===== config.mk =====
export PLATFORM = sky130hd
export DESIGN_NAME = uart_tx_fifo_flat
export DESIGN_NICKNAME = d
export VERILOG_FILES = /design/src/rtl/uart_tx_fifo_if.sv /design/src/rtl/uart_tx_fifo.sv /design/src/flat_wrapper.sv
export SDC_FILE = /design/constraint.sdc
export NUM_CORES = 1
export LEC_CHECK = 0
export ABC_CLOCK_PERIOD_IN_PS = 2900
export CORE_MARGIN = 3
export CORE_UTILIZATION = 60
export DETAILED_ROUTE_END_ITERATION = 7
export GPL_TIMING_DRIVEN = 1
export PLACE_DENSITY = 0.78
export SETUP_SLACK_MARGIN = 0.02
export SLEW_MARGIN = 20
export SYNTH_ARGS = -nofsm -noshare
export SYNTH_HDL_FRONTEND = slang
export SYNTH_SLANG_ARGS = --single-unit

===== constraint.sdc =====
create_clock -name clk -period 2.9 [get_ports clk]
set_clock_uncertainty 0.15 [all_clocks]
set_input_delay 0.58 -clock clk [delete_from_list [all_inputs] [get_ports clk]]
set_output_delay 0.58 -clock clk [all_outputs]
set_load 0.1 [all_outputs]

===== src/rtl/uart_tx_fifo_if.sv =====
// uart_tx_fifo_if: handshake bundle between a byte producer, the TX FIFO and
// the UART transmitter.
//   enq_data/enq_valid/enq_ready : producer -> FIFO write handshake
//   deq_data/deq_valid/deq_ready : FIFO -> transmitter head handshake
//   count/full/empty             : FIFO occupancy status
// slave modport is the FIFO side; master is the surrounding logic.
interface uart_tx_fifo_if #(
    parameter int unsigned WIDTH = 8,
    parameter int unsigned DEPTH = 32
);
    localparam int unsigned CW = $clog2(DEPTH) + 1;

    logic [WIDTH-1:0] enq_data;
    logic             enq_valid;
    logic             enq_ready;
    logic [WIDTH-1:0] deq_data;
    logic             deq_valid;
    logic             deq_ready;
    logic [CW-1:0]    count;
    logic             full;
    logic             empty;

    modport slave (
        input  enq_data, enq_valid, deq_ready,
        output enq_ready, deq_data, deq_valid, count, full, empty
    );

    modport master (
        output enq_data, enq_valid, deq_ready,
        input  enq_ready, deq_data, deq_valid, count, full, empty
    );
endinterface


===== src/rtl/uart_tx_fifo.sv =====
// uart_tx_fifo: single-clock first-word-fall-through FIFO feeding the UART
// transmitter.
//   clk   : rising-edge clock
//   reset : synchronous active-high reset (pointers only, storage untouched)
//   bus   : uart_tx_fifo_if.slave - enqueue side, dequeue side, status
// Status outputs depend only on the registered pointers; deq_data is a
// combinational read of the head slot.
module uart_tx_fifo #(
    parameter int unsigned WIDTH = 8,
    parameter int unsigned DEPTH = 32
) (
    input  logic               clk,
    input  logic               reset,
    uart_tx_fifo_if.slave      bus
);
    localparam int unsigned AW = $clog2(DEPTH);
    localparam int unsigned PW = AW + 1;

    logic [WIDTH-1:0] r_mem [DEPTH];
    logic [PW-1:0]    r_wptr;
    logic [PW-1:0]    r_rptr;

    logic             w_full;
    logic             w_empty;
    logic             w_enq_fire;
    logic             w_deq_fire;

    // Extra MSB on each pointer distinguishes full from empty when the
    // index bits coincide.
    assign w_empty = (r_wptr == r_rptr);
    assign w_full  = (r_wptr[AW-1:0] == r_rptr[AW-1:0]) &&
                     (r_wptr[AW] != r_rptr[AW]);

    // No bypass in either direction: ready/valid come from pointers only.
    assign w_enq_fire = bus.enq_valid & ~w_full;
    assign w_deq_fire = bus.deq_ready & ~w_empty;

    assign bus.enq_ready = ~w_full;
    assign bus.deq_valid = ~w_empty;
    assign bus.full      = w_full;
    assign bus.empty     = w_empty;
    assign bus.count     = r_wptr - r_rptr;
    assign bus.deq_data  = r_mem[r_rptr[AW-1:0]];

    // Pointer update; fires coinciding with reset are dropped.
    always_ff @(posedge clk) begin
        if (reset) begin
            r_wptr <= '0;
            r_rptr <= '0;
        end else begin
            if (w_enq_fire) r_wptr <= r_wptr + PW'(1);
            if (w_deq_fire) r_rptr <= r_rptr + PW'(1);
        end
    end

    // Storage write; not reset.
    always_ff @(posedge clk) begin
        if (w_enq_fire && !reset) r_mem[r_wptr[AW-1:0]] <= bus.enq_data;
    end
endmodule

===== src/flat_wrapper.sv =====
// flat-port wrapper written by rule: the top's interface ports become plain ports
module uart_tx_fifo_flat 
#(
    parameter int unsigned WIDTH = 8,
    parameter int unsigned DEPTH = 32
)
  (clk, reset, bus_enq_data, bus_enq_valid, bus_deq_ready, bus_enq_ready, bus_deq_data, bus_deq_valid, bus_count, bus_full, bus_empty);
  uart_tx_fifo_if #(.WIDTH(WIDTH), .DEPTH(DEPTH)) bus_i ();
  input  logic clk;
  input  logic reset;
  input wire logic [$bits(bus_i.enq_data)-1:0] bus_enq_data;
  input wire logic [$bits(bus_i.enq_valid)-1:0] bus_enq_valid;
  input wire logic [$bits(bus_i.deq_ready)-1:0] bus_deq_ready;
  output wire logic [$bits(bus_i.enq_ready)-1:0] bus_enq_ready;
  output wire logic [$bits(bus_i.deq_data)-1:0] bus_deq_data;
  output wire logic [$bits(bus_i.deq_valid)-1:0] bus_deq_valid;
  output wire logic [$bits(bus_i.count)-1:0] bus_count;
  output wire logic [$bits(bus_i.full)-1:0] bus_full;
  output wire logic [$bits(bus_i.empty)-1:0] bus_empty;
  assign bus_i.enq_data = bus_enq_data;
  assign bus_i.enq_valid = bus_enq_valid;
  assign bus_i.deq_ready = bus_deq_ready;
  assign bus_enq_ready = bus_i.enq_ready;
  assign bus_deq_data = bus_i.deq_data;
  assign bus_deq_valid = bus_i.deq_valid;
  assign bus_count = bus_i.count;
  assign bus_full = bus_i.full;
  assign bus_empty = bus_i.empty;
  uart_tx_fifo #(.WIDTH(WIDTH), .DEPTH(DEPTH)) u_core (.clk(clk), .reset(reset), .bus(bus_i));
endmodule

# Word level (Yosys, flattened, before mapping)
# Memories as Yosys holds them, arrays and structs flattened. A register that Yosys moved wholly into a read port is not among the register bits.
# Cells that the tools add are included.
[totals]
elab_cells = 20
out_inout_bits = 18
reg_bits = 12
memories = 1
input_bits = 12
ram_bits = 256
[classes]
reduce_logical = 3
addsub = 3
eq_ne = 3
mux = 4
bitwise = 4
[memory_table]
columns = ["name", "words", "width", "rd", "rd_ports_with_merged_regs", "write_ports", "line_no", "rtl"]
rows = [
  ["u_core.r_mem", 32, 8, 1, 1, 1, "uart_tx_fifo.sv:19", "logic [WIDTH-1:0] r_mem [DEPTH];"],
]
[op_table]
columns = ["operator", "n"]
rows = [
  ["$add A6 B1 Y6 const B", 2],
  ["$mux W5", 2],
  ["$eq A6 B6 Y1", 1],
  ["$sub A6 B6 Y6", 1],
  ["$eq A5 B5 Y1", 1],
  ["$and A1 B1 Y1", 2],
  ["$logic_and A1 B1 Y1", 2],
  ["$mux W1", 2],
  ["$not A1 Y1", 2],
  ["$logic_not A1 Y1", 1],
  ["$ne A1 B1 Y1", 1],
]

# Depth between registers and ports, before layout
# Gate-level depths: netlist (run 1).
[depth]
word_depth = 7
ltp_mapped = 7
mapped_depth_nobuf = 6

# Worst setup path before layout (run 1)
# OpenSTA, ideal clock, no wires.
[synth_path]
kind = "register -> output"
startpoint = "register (tool-made name)"
endpoint = "output bus_deq_data[6]"
t_required_ps = 2170
n_path_buf = 2
arrival_time_ps = 4078
setup_slack_ps = -1908
stages_incl_launch_ff = 6
path_cell_list = "dfxtp_1 -> clkbuf_2 -> buf_1 -> mux4_2 -> o22ai_1 -> nor4_1"
[synth_rtl]
columns = ["item", "line_no", "rtl"]
rows = [
  ["to (decl)", "flat_wrapper.sv:15", "output wire logic [$bits(bus_i.deq_data)-1:0] bus_deq_data;"],
]

==> results of run 1 <==
cell type report:
| cell class | instances | area, µm² |
|---|---|---|
| Sequential cell | 273 | 8050 |
| Clock buffer | 34 | 776 |
| Inverter | 16 | 66.3 |
| Clock inverter | 13 | 93.8 |
| Tap cell | 225 | 282 |
| Timing Repair Buffer | 106 | 1220 |
| Fill cell | 869 | 3850 |
| Multi-Input combinational cell | 233 | 3080 |
repair_timing:
| item | in CTS | in global routing |
|---|---|---|
| resized for setup | 69 | 26 |
| buffers inserted | 13 | 5 |
| gates cloned | 3 | 0 |
| setup endpoints to repair | 13 | 13 |
| pin swaps | 18 | 16 |
registers in the layout, indices dropped and copies added, names as in the netlist, named ones only:
name / cells
u_core.r_rptr: 6
u_core.r_wptr: 6
u_core.r_mem: 256
power groups by stage:
stage	Clock (mW)	Combinational, mW	Sequential (mW)
6_report	3.38	1.80	4.38
5_1_grt	3.57	1.88	4.38
4_1_cts	3.40	1.77	4.37
3_5_place_dp	0	1.58	4.45
3_3_place_gp	0	1.56	4.45
2_1_floorplan	0	1.05	4.43
path summary, 6_finish.rpt:
kind / from / to / slack [ns] / cells after the start
worst min register to register: u_core.r_wptr[1] / u_core.r_wptr[1] / 0.38 / 2
worst max register to register: u_core.r_rptr[1] / u_core.r_mem[26][1] / 0.05 / 9
worst max-delay path: register / bus_deq_data[1] / -0.15 / 6
worst min-delay path: u_core.r_wptr[1] / u_core.r_wptr[1] / 0.38 / 2
worst reg2reg max path: stages (launching register included):
cell	delay, ns
dfxtp_4	0.37
inv_2	0.05
ha_4	0.21
buf_4	0.13
and4_2	0.26
a311oi_1	0.36
buf_4	0.20
nand2_1	0.23
nor2_1	0.38
buf_4	0.22
cell families after synthesis:
kind of cell             count (synthesis)  share of synthesized area, %
AO/OA/AOI/OAI                           56                          3.33
XOR/XNOR                                10                         0.887
adder cells (fa/ha/maj)                 11                          1.35
buffers and inverters                   41                          1.74
flip-flops                             273                          74.9
multiplexers                            65                          13.5
AND/OR/NAND/NOR                         91                          4.27
layout by cell type, fill, tap and decap left out, types with 4 or more instances in the layout:
master,synthesis,layout
clkbuf_16,0,30
dfxtp_1,17,4
nand3_1,7,5
clkdlybuf4s50_1,0,11
nand3b_1,6,6
dfxtp_2,0,10
edfxtp_1,256,256
clkinvlp_4,0,4
xnor2_1,6,4
ha_1,10,6
clkinv_2,0,6
mux4_2,64,64
o22ai_4,0,14
nor4_4,0,8
buf_4,7,63
inv_1,16,11
buf_12,0,26
a21oi_1,8,7
o22ai_2,0,18
nor2_1,43,42
nand2_1,9,8
per-layer routing:
layer	up-vias	GRT usage (%)	wire [µm]
met1	3015	36.1	9500
met4	0	9.59	867
met2	369	43.7	12900
met3	69	5.95	2290
li1	2473	-	-
met5	-	0	0
through the flow:
stage / instances / worst slack [ns] / power [mW]
2_1_floorplan: 547 / -0.433 / 5.47
3_3_place_gp: 834 / 0.244 / 6.00
3_5_place_dp: 834 / 0.169 / 6.03
4_1_cts: 897 / -0.168 / 9.54
5_1_grt: 900 / -0.194 / 9.83
6_report: 900 / -0.153 / 9.56
cells in the mapped netlist (all sizes together), types with 2 or more instances:
cell	number	area, µm²
a21oi	8	40.0
a31oi	2	12.5
buf	18	97.6
clkbuf	7	28.8
dfxtp	17	340
edfxtp	256	7690
ha	10	125
inv	16	60.1
mux4	64	1440
nand2	9	33.8
nand3	7	35.0
nand3b	6	45.0
nand4	3	18.8
nor2	43	161
nor4	8	50.1
o21ai	5	25.0
o22ai	32	200
o311ai	2	17.5
o31ai	3	22.5
or3	6	40.0
or3b	4	35.0
xnor2	6	52.6
xor2	4	42.6
==> impl_metrics.env, run 1 <==
export IMPL_p_int_mw=7.01
export IMPL_violations="negative setup slack"
export IMPL_final_max_slew_viol_count=0
export IMPL_grt_first_pass_wirelength_um=38900
export IMPL_max_stage_delay_ns=0.54
export IMPL_rows=48
export IMPL_cts_made_buffers=26
export IMPL_cts_sinks=273
export IMPL_synth_net_count=570
export IMPL_holdWs_ns=0.376
export IMPL_yosysSeqAreaShare_pct=74.9
export IMPL_vdd_drop_max_v=0.000630
export IMPL_clock_path_buffers=3
export IMPL_grt_max_degree=33
export IMPL_core_um2=17400
export IMPL_synth_cells=547
export IMPL_avgViaCountPerCell=6.58
export IMPL_arrival_ns=2.32
export IMPL_grt_usage_pct=26.7
export IMPL_port_buffers=29
export IMPL_ant_nets=0
export IMPL_num_antenna_cells=0
export IMPL_die_width_um=140
export IMPL_ioPinCount=30
export IMPL_slew_headroom_pct=61.8
export IMPL_cpMostUsedCell="buf_12"
export IMPL_start_util_pct=61.6
export IMPL_dieArea_um2=19500
export IMPL_yosysWarnings=0
export IMPL_cts_tree="built"
export IMPL_firstDrtPassIters=5
export IMPL_clkPwrFrac_pct=35.4
export IMPL_utilization_pct=77.9
export IMPL_drt_iter0_markers=687
export IMPL_dp_hpwl_um=14700
export IMPL_antenna_found_initial=0
export IMPL_fin_ws_ns=-0.153
export IMPL_crit_type="reg2out"
export IMPL_crit_fanout=8
export IMPL_worstSkewPairLatency_ns=0.52
export IMPL_gp_congestion=0.828
export IMPL_synth_area_um2=10700
export IMPL_synthFlopType="edfxtp_1"
export IMPL_required_ns=2.17
export IMPL_critical_path_top_delay_family="multiplexers"
export IMPL_htreeDepth=1
export IMPL_drc=0
export IMPL_slowest_stage="mux4_2"
export IMPL_ys_types=39
export IMPL_start_kind="register"
export IMPL_grt_remaining_overflow=0
export IMPL_wl_um=25600
export IMPL_ys_seq_elements=273
export IMPL_setup_viol=8
export IMPL_wl_per_cell_um=28.4
export IMPL_synth_edff_count=256
export IMPL_swShare_pct=26.6
export IMPL_power_leakage_nw=4.35
export IMPL_p_comb_share_pct=18.9
export IMPL_hp_class="reg2reg"
export IMPL_drive_gt1_share_pct=42.1
export IMPL_seq_power_share_pct=45.8
export IMPL_placed_area_um2=12000
export IMPL_outcome="finished, violations left"
export IMPL_hold_viol_final=0
export IMPL_async_reset_ff_share_pct=0
export IMPL_fin_nets=679
export IMPL_fin_crit_ns=3.05
export IMPL_worstMarginPinSlew_ns=0.568
export IMPL_p_switching_mw=2.55
export IMPL_timing_critical_path_buf_inv=3
export IMPL_design_area_um2=13600
export IMPL_max_cap_violations=0
export IMPL_syn_to_final_growth_pct=26.6
export IMPL_cts_hold_buf=0
export IMPL_die_h_um=140
export IMPL_syn_avg_cell_area_um2=19.6
export IMPL_cp_end_kind="primary output"
export IMPL_setup_tns_ns=-0.865
export IMPL_period_share_pct=105
export IMPL_grt_pass1_vias=6277
export IMPL_powerDensity_nw_per_um2=705
export IMPL_vias=5926
export IMPL_rsz0062_at_grt="yes"
export IMPL_max_freq_mhz=328
export IMPL_clk_pin_slew_ns=0.06
export IMPL_crit_chain="buf_12 -> buf_16 -> mux4_2 -> o22ai_4 -> nor4_4 -> buf_12"
export IMPL_clockRootBuffer="clkbuf_16"
No activity file was read; power rests on OpenSTA's default activity.
==> run 2, diff against run 1 <==
- CORE_MARGIN: 3 -> 1.5
==> impl_metrics.env, run 2 (synthesized netlist as in run 1, its figures left out) <==
export IMPL_dp_hpwl_um=14000
export IMPL_fin_crit_ns=3.10
export IMPL_avgViaCountPerCell=6.60
export IMPL_rrSetupSlack_ns=0.20
export IMPL_htreeDepth=1
export IMPL_clk_pin_slew_ns=0.06
export IMPL_grt_pass1_vias=6039
export IMPL_p_switching_mw=2.55
export IMPL_syn_to_final_growth_pct=26.0
export IMPL_final_max_slew_viol_count=0
export IMPL_rsz0062_at_grt="yes"
export IMPL_gp_congestion=0.813
export IMPL_grt_first_pass_wirelength_um=37700
export IMPL_crit_type="reg2out"
export IMPL_clockRootBuffer="clkbuf_16"
export IMPL_period_share_pct=107
export IMPL_cts_made_buffers=26
export IMPL_holdPathStages=2
export IMPL_holdWs_ns=0.375
export IMPL_core_um2=17400
export IMPL_num_antenna_cells=0
export IMPL_clkPwrFrac_pct=35.3
export IMPL_cts_tree="built"
export IMPL_cts_sinks=273
export IMPL_rows=48
export IMPL_layout_common_cells="edfxtp_1, mux4_2, buf_4"
export IMPL_drc=0
export IMPL_drt_iter0_markers=782
export IMPL_powerDensity_nw_per_um2=710
export IMPL_arrival_ns=2.37
export IMPL_drive_gt1_share_pct=40.7
export IMPL_final_common_cell="edfxtp_1"
export IMPL_swShare_pct=26.6
export IMPL_die_width_um=137
export IMPL_crit_fanout=8
export IMPL_worstRegToRegCells=6
export IMPL_start_util_pct=61.8
export IMPL_violations="negative setup slack"
export IMPL_max_cap_violations=0
export IMPL_wl_um=26200
export IMPL_required_ns=2.17
export IMPL_wl_per_cell_um=29.1
export IMPL_clock_path_buffers=3
export IMPL_firstDrtPassIters=5
export IMPL_outcome="finished, violations left"
export IMPL_hold_viol_final=0
export IMPL_r2r_start="u_core.r_rptr[0]"
export IMPL_grt_usage_pct=28.2
export IMPL_max_freq_mhz=322
export IMPL_worstMarginPinSlew_ns=0.599
export IMPL_setup_tns_ns=-1.34
export IMPL_fin_ws_ns=-0.204
export IMPL_grt_remaining_overflow=0
export IMPL_port_buffers=29
export IMPL_die_h_um=137
export IMPL_min_from="u_core.r_rptr[5]"
export IMPL_p_comb_share_pct=19.2
export IMPL_fin_nets=678
export IMPL_largest_reg_flops=256
export IMPL_ioPinCount=30
export IMPL_vdd_drop_max_v=0.000565
export IMPL_start_kind="register"
export IMPL_worstSkewPairLatency_ns=0.52
export IMPL_antenna_found_initial=0
export IMPL_fill_cells=865
export IMPL_grt_max_degree=33
export IMPL_vias=5944
export IMPL_p_int_mw=7.04
export IMPL_ant_nets=0
export IMPL_dieArea_um2=18700
export IMPL_seq_power_share_pct=45.5
export IMPL_hp_class="reg2reg"
export IMPL_setup_viol=9
export IMPL_cp_end_kind="primary output"
export IMPL_power_leakage_nw=4.34
export IMPL_slew_headroom_pct=59.7
-- run 2: area by class of cell --
class                           instances  area (µm²)  area share [%]
Timing Repair Buffer                  105        1240            9.19
Clock buffer                           38         747            5.53
Clock inverter                         10         101           0.750
Inverter                               16        63.8           0.473
Tap cell                              225         282            2.08
Sequential cell                       273        8040            59.6
Multi-Input combinational cell        233        3030            22.4
-- run 2: what timing repair did --
item,CTS,global route
hold buffers,0,0
cloned,4,1
setup buffers,17,1
gates resized for setup,62,19
pin swaps,16,11
setup endpoints to repair,14,212
-- run 2: path summary, 6_finish.rpt --
kind                                           end
worst max-delay path               bus_deq_data[6]
worst min-delay path              u_core.r_rptr[5]
worst max register to register  u_core.r_mem[7][6]
worst min register to register    u_core.r_rptr[5]
-- run 2: per-layer routing --
layer,part of all wire (%),vias to the layer above,GRT usage (%)
met5,0,-,0
met4,2.2,0,9.52
met3,8.2,40,5.44
met2,51,376,46.7
met1,38,3060,38.1
li1,-,2468,-
-- run 2: critical path, cell delays in order (launching register included) --
cell     delay, ns
dfxtp_1       0.53
or3b_2        0.67
o22ai_2       0.37
nor4_4        0.10
buf_12        0.18
-- run 2: power groups by stage --
| stage | Sequential (mW) | Clock, mW | Combinational (mW) |
|---|---|---|---|
| after detailed placement | 4.45 | 0 | 1.55 |
| after global routing | 4.36 | 3.54 | 1.91 |
| after global placement | 4.45 | 0 | 1.53 |
| after CTS | 4.36 | 3.36 | 1.79 |
| final | 4.36 | 3.39 | 1.84 |
| after floorplan | 4.43 | 0 | 1.05 |
-- run 2: through the flow --
step                      instances  utilization (%)  setup WS (ns)  total power, mW  instance area (µm²)
after global routing            900             77.8         -0.255             9.82                13500
final                           900             77.8         -0.204             9.59                13500
after floorplan                 547                -         -0.433             5.47                10900
after detailed placement        833             69.0        -0.0693             6.00                12000
after global placement          833             69.0       -0.00560             5.98                12000
after CTS                       901             77.2         -0.181             9.51                13400
==> run 3, diff against run 2 <==
--- a/config.mk
+++ b/config.mk
@@ -12,3 +12,3 @@
 export GPL_TIMING_DRIVEN = 1
-export PLACE_DENSITY = 0.78
+export PLACE_DENSITY = 0.88
 export SETUP_SLACK_MARGIN = 0.02
--- a/constraint.sdc
+++ b/constraint.sdc
@@ -4,2 +4,2 @@
 set_output_delay 0.58 -clock clk [all_outputs]
-set_load 0.1 [all_outputs]
+set_load 0.005 [all_outputs]
==> impl_metrics.env, run 3 (synthesized netlist as in run 1, its figures left out) <==
export IMPL_vdd_drop_max_v=0.000544
export IMPL_crit_fanout=6
export IMPL_rows=48
export IMPL_placed_area_um2=11700
export IMPL_cp_end_kind="primary output"
export IMPL_ioPinCount=30
export IMPL_seq_power_share_pct=51.2
export IMPL_swShare_pct=23.0
export IMPL_cts_tree="built"
export IMPL_hold_end="u_core.r_wptr[1]"
export IMPL_clkPwrFrac_pct=37.2
export IMPL_layout_common_cells="edfxtp_1, buf_4, mux4_2"
export IMPL_required_ns=2.17
export IMPL_cts_hold_buf=0
export IMPL_period_share_pct=105
export IMPL_core_um2=17400
export IMPL_rr_endpoint="u_core.r_mem[1][1]"
export IMPL_power_mw=8.55
export IMPL_drive_gt1_share_pct=39.8
export IMPL_hp_class="reg2reg"
export IMPL_holdPathStages=2
export IMPL_vias=6385
export IMPL_clk_pin_slew_ns=0.06
export IMPL_num_antenna_cells=0
export IMPL_grt_usage_pct=31.2
export IMPL_syn_to_final_growth_pct=23.4
export IMPL_dp_hpwl_um=14500
export IMPL_arrival_ns=2.32
export IMPL_fin_ws_ns=-0.146
export IMPL_start_kind="register"
export IMPL_port_buffers=29
export IMPL_min_from="u_core.r_wptr[1]"
export IMPL_setup_viol=8
export IMPL_hold_viol_final=0
export IMPL_rsz0062_at_grt="yes"
export IMPL_grt_first_pass_wirelength_um=40800
export IMPL_outcome="finished, violations left"
export IMPL_final_common_cell="edfxtp_1"
export IMPL_setup_tns_ns=-0.869
export IMPL_grt_max_degree=41
export IMPL_worstSkewPairLatency_ns=0.53
export IMPL_fin_nets=683
export IMPL_cts_made_buffers=26
export IMPL_htreeDepth=1
export IMPL_powerDensity_nw_per_um2=647
export IMPL_fin_crit_ns=3.05
export IMPL_slew_headroom_pct=57.5
export IMPL_final_max_slew_viol_count=0
export IMPL_avgViaCountPerCell=7.06
export IMPL_die_width_um=137
export IMPL_p_comb_share_pct=11.7
export IMPL_clockRootBuffer="clkbuf_16"
export IMPL_r2r_start="u_core.r_wptr[0]"
export IMPL_dieArea_um2=18700
export IMPL_wl_um=28600
export IMPL_worstRegToRegCells=8
export IMPL_p_switching_mw=1.97
export IMPL_max_freq_mhz=328
export IMPL_p_int_mw=6.59
export IMPL_grt_pass1_vias=6355
export IMPL_die_h_um=137
export IMPL_start_util_pct=61.8
export IMPL_design_area_um2=13200
export IMPL_worstMarginPinSlew_ns=0.632
export IMPL_wl_per_cell_um=31.6
export IMPL_grt_remaining_overflow=0
export IMPL_cts_sinks=273
export IMPL_antenna_found_initial=0
export IMPL_crit_type="reg2out"
export IMPL_drt_iter0_markers=839
export IMPL_drc=0
export IMPL_rrSetupSlack_ns=0.11
export IMPL_firstDrtPassIters=5
export IMPL_clock_path_buffers=3
export IMPL_power_leakage_nw=4.24
export IMPL_fill_cells=828
export IMPL_gp_congestion=0.884
export IMPL_max_cap_violations=0
export IMPL_largest_reg_flops=256
export IMPL_ant_nets=0
export IMPL_violations="negative setup slack"
run 3: cell types whose count changed in the layout (fill, tap and decap cells not counted), moves of 4 or more:
cell,before,now
dlygate4sd2_1,0,4
buf_2,0,10
nor4_4,8,3
clkinv_1,2,6
nor4_2,0,5
buf_12,22,10
run 3: routing by layer:
metal	vias to the layer above	global-route usage (%)	part of all wire, %
met1	3187	41.7	35
met2	587	51.1	48
li1	2485	-	-
met5	-	0	0
met4	0	14.2	5.8
met3	126	5.26	11
run 3: worst max path at each step:
stage	from	end	depth (start not counted)
after global placement	bus_enq_valid	u_core.r_mem[6][4]	6
after global routing	register	bus_deq_data[2]	6
after CTS	register	bus_deq_data[2]	6
after detailed placement	bus_enq_valid	u_core.r_mem[1][3]	6
after floorplan	u_core.r_rptr[1]	u_core.r_mem[10][0]	6
final	register	bus_deq_data[5]	6
run 3: cell type report:
cell class | count | area, µm² | share of cell area [%]
inverter | 16 | 62.6 | 0.473
sequential | 273 | 8050 | 60.9
clock buffer | 31 | 669 | 5.06
tap | 225 | 282 | 2.13
multi-input combinational | 233 | 3000 | 22.7
clock inverter | 16 | 114 | 0.861
timing repair buffer | 110 | 1050 | 7.97
run 3: metrics by stage:
step                      cells  hold slack, ns  worst slack (ns)  utilization (%)
final                       904           0.392            -0.146             76.2
after CTS                   897           0.371            -0.107             75.3
after global routing        904           0.394            -0.200             76.2
after global placement      834           0.366           -0.0195             67.2
after detailed placement    834           0.394           -0.0714             67.2
after floorplan             547           0.336             0.333                -
run 3: repair_timing:
| item | 4_1_cts | 5_1_grt |
|---|---|---|
| cloned | 4 | 0 |
| endpoints found under the hold margin | 0 | 0 |
| pin swaps | 23 | 15 |
| buffers inserted | 12 | 7 |
| resized for setup | 125 | 24 |
| endpoints found under the setup margin | 17 | 194 |
run 3: critical path: stages (launching register included):
cell and delay (ns):
dfxtp_4 0.45, buf_12 0.17, buf_16 0.14, mux4_2 0.54, o22ai_2 0.27, nor4_2 0.07
buf_2 0.13
run 3: power groups by stage:
stage	Clock, mW	Combinational [mW]	Sequential, mW
floorplan	0	0.387	4.43
global placement	0	0.730	4.44
detailed placement	0	0.752	4.44
CTS	3.14	0.952	4.37
global route	3.33	1.05	4.38
finish	3.18	0.997	4.38
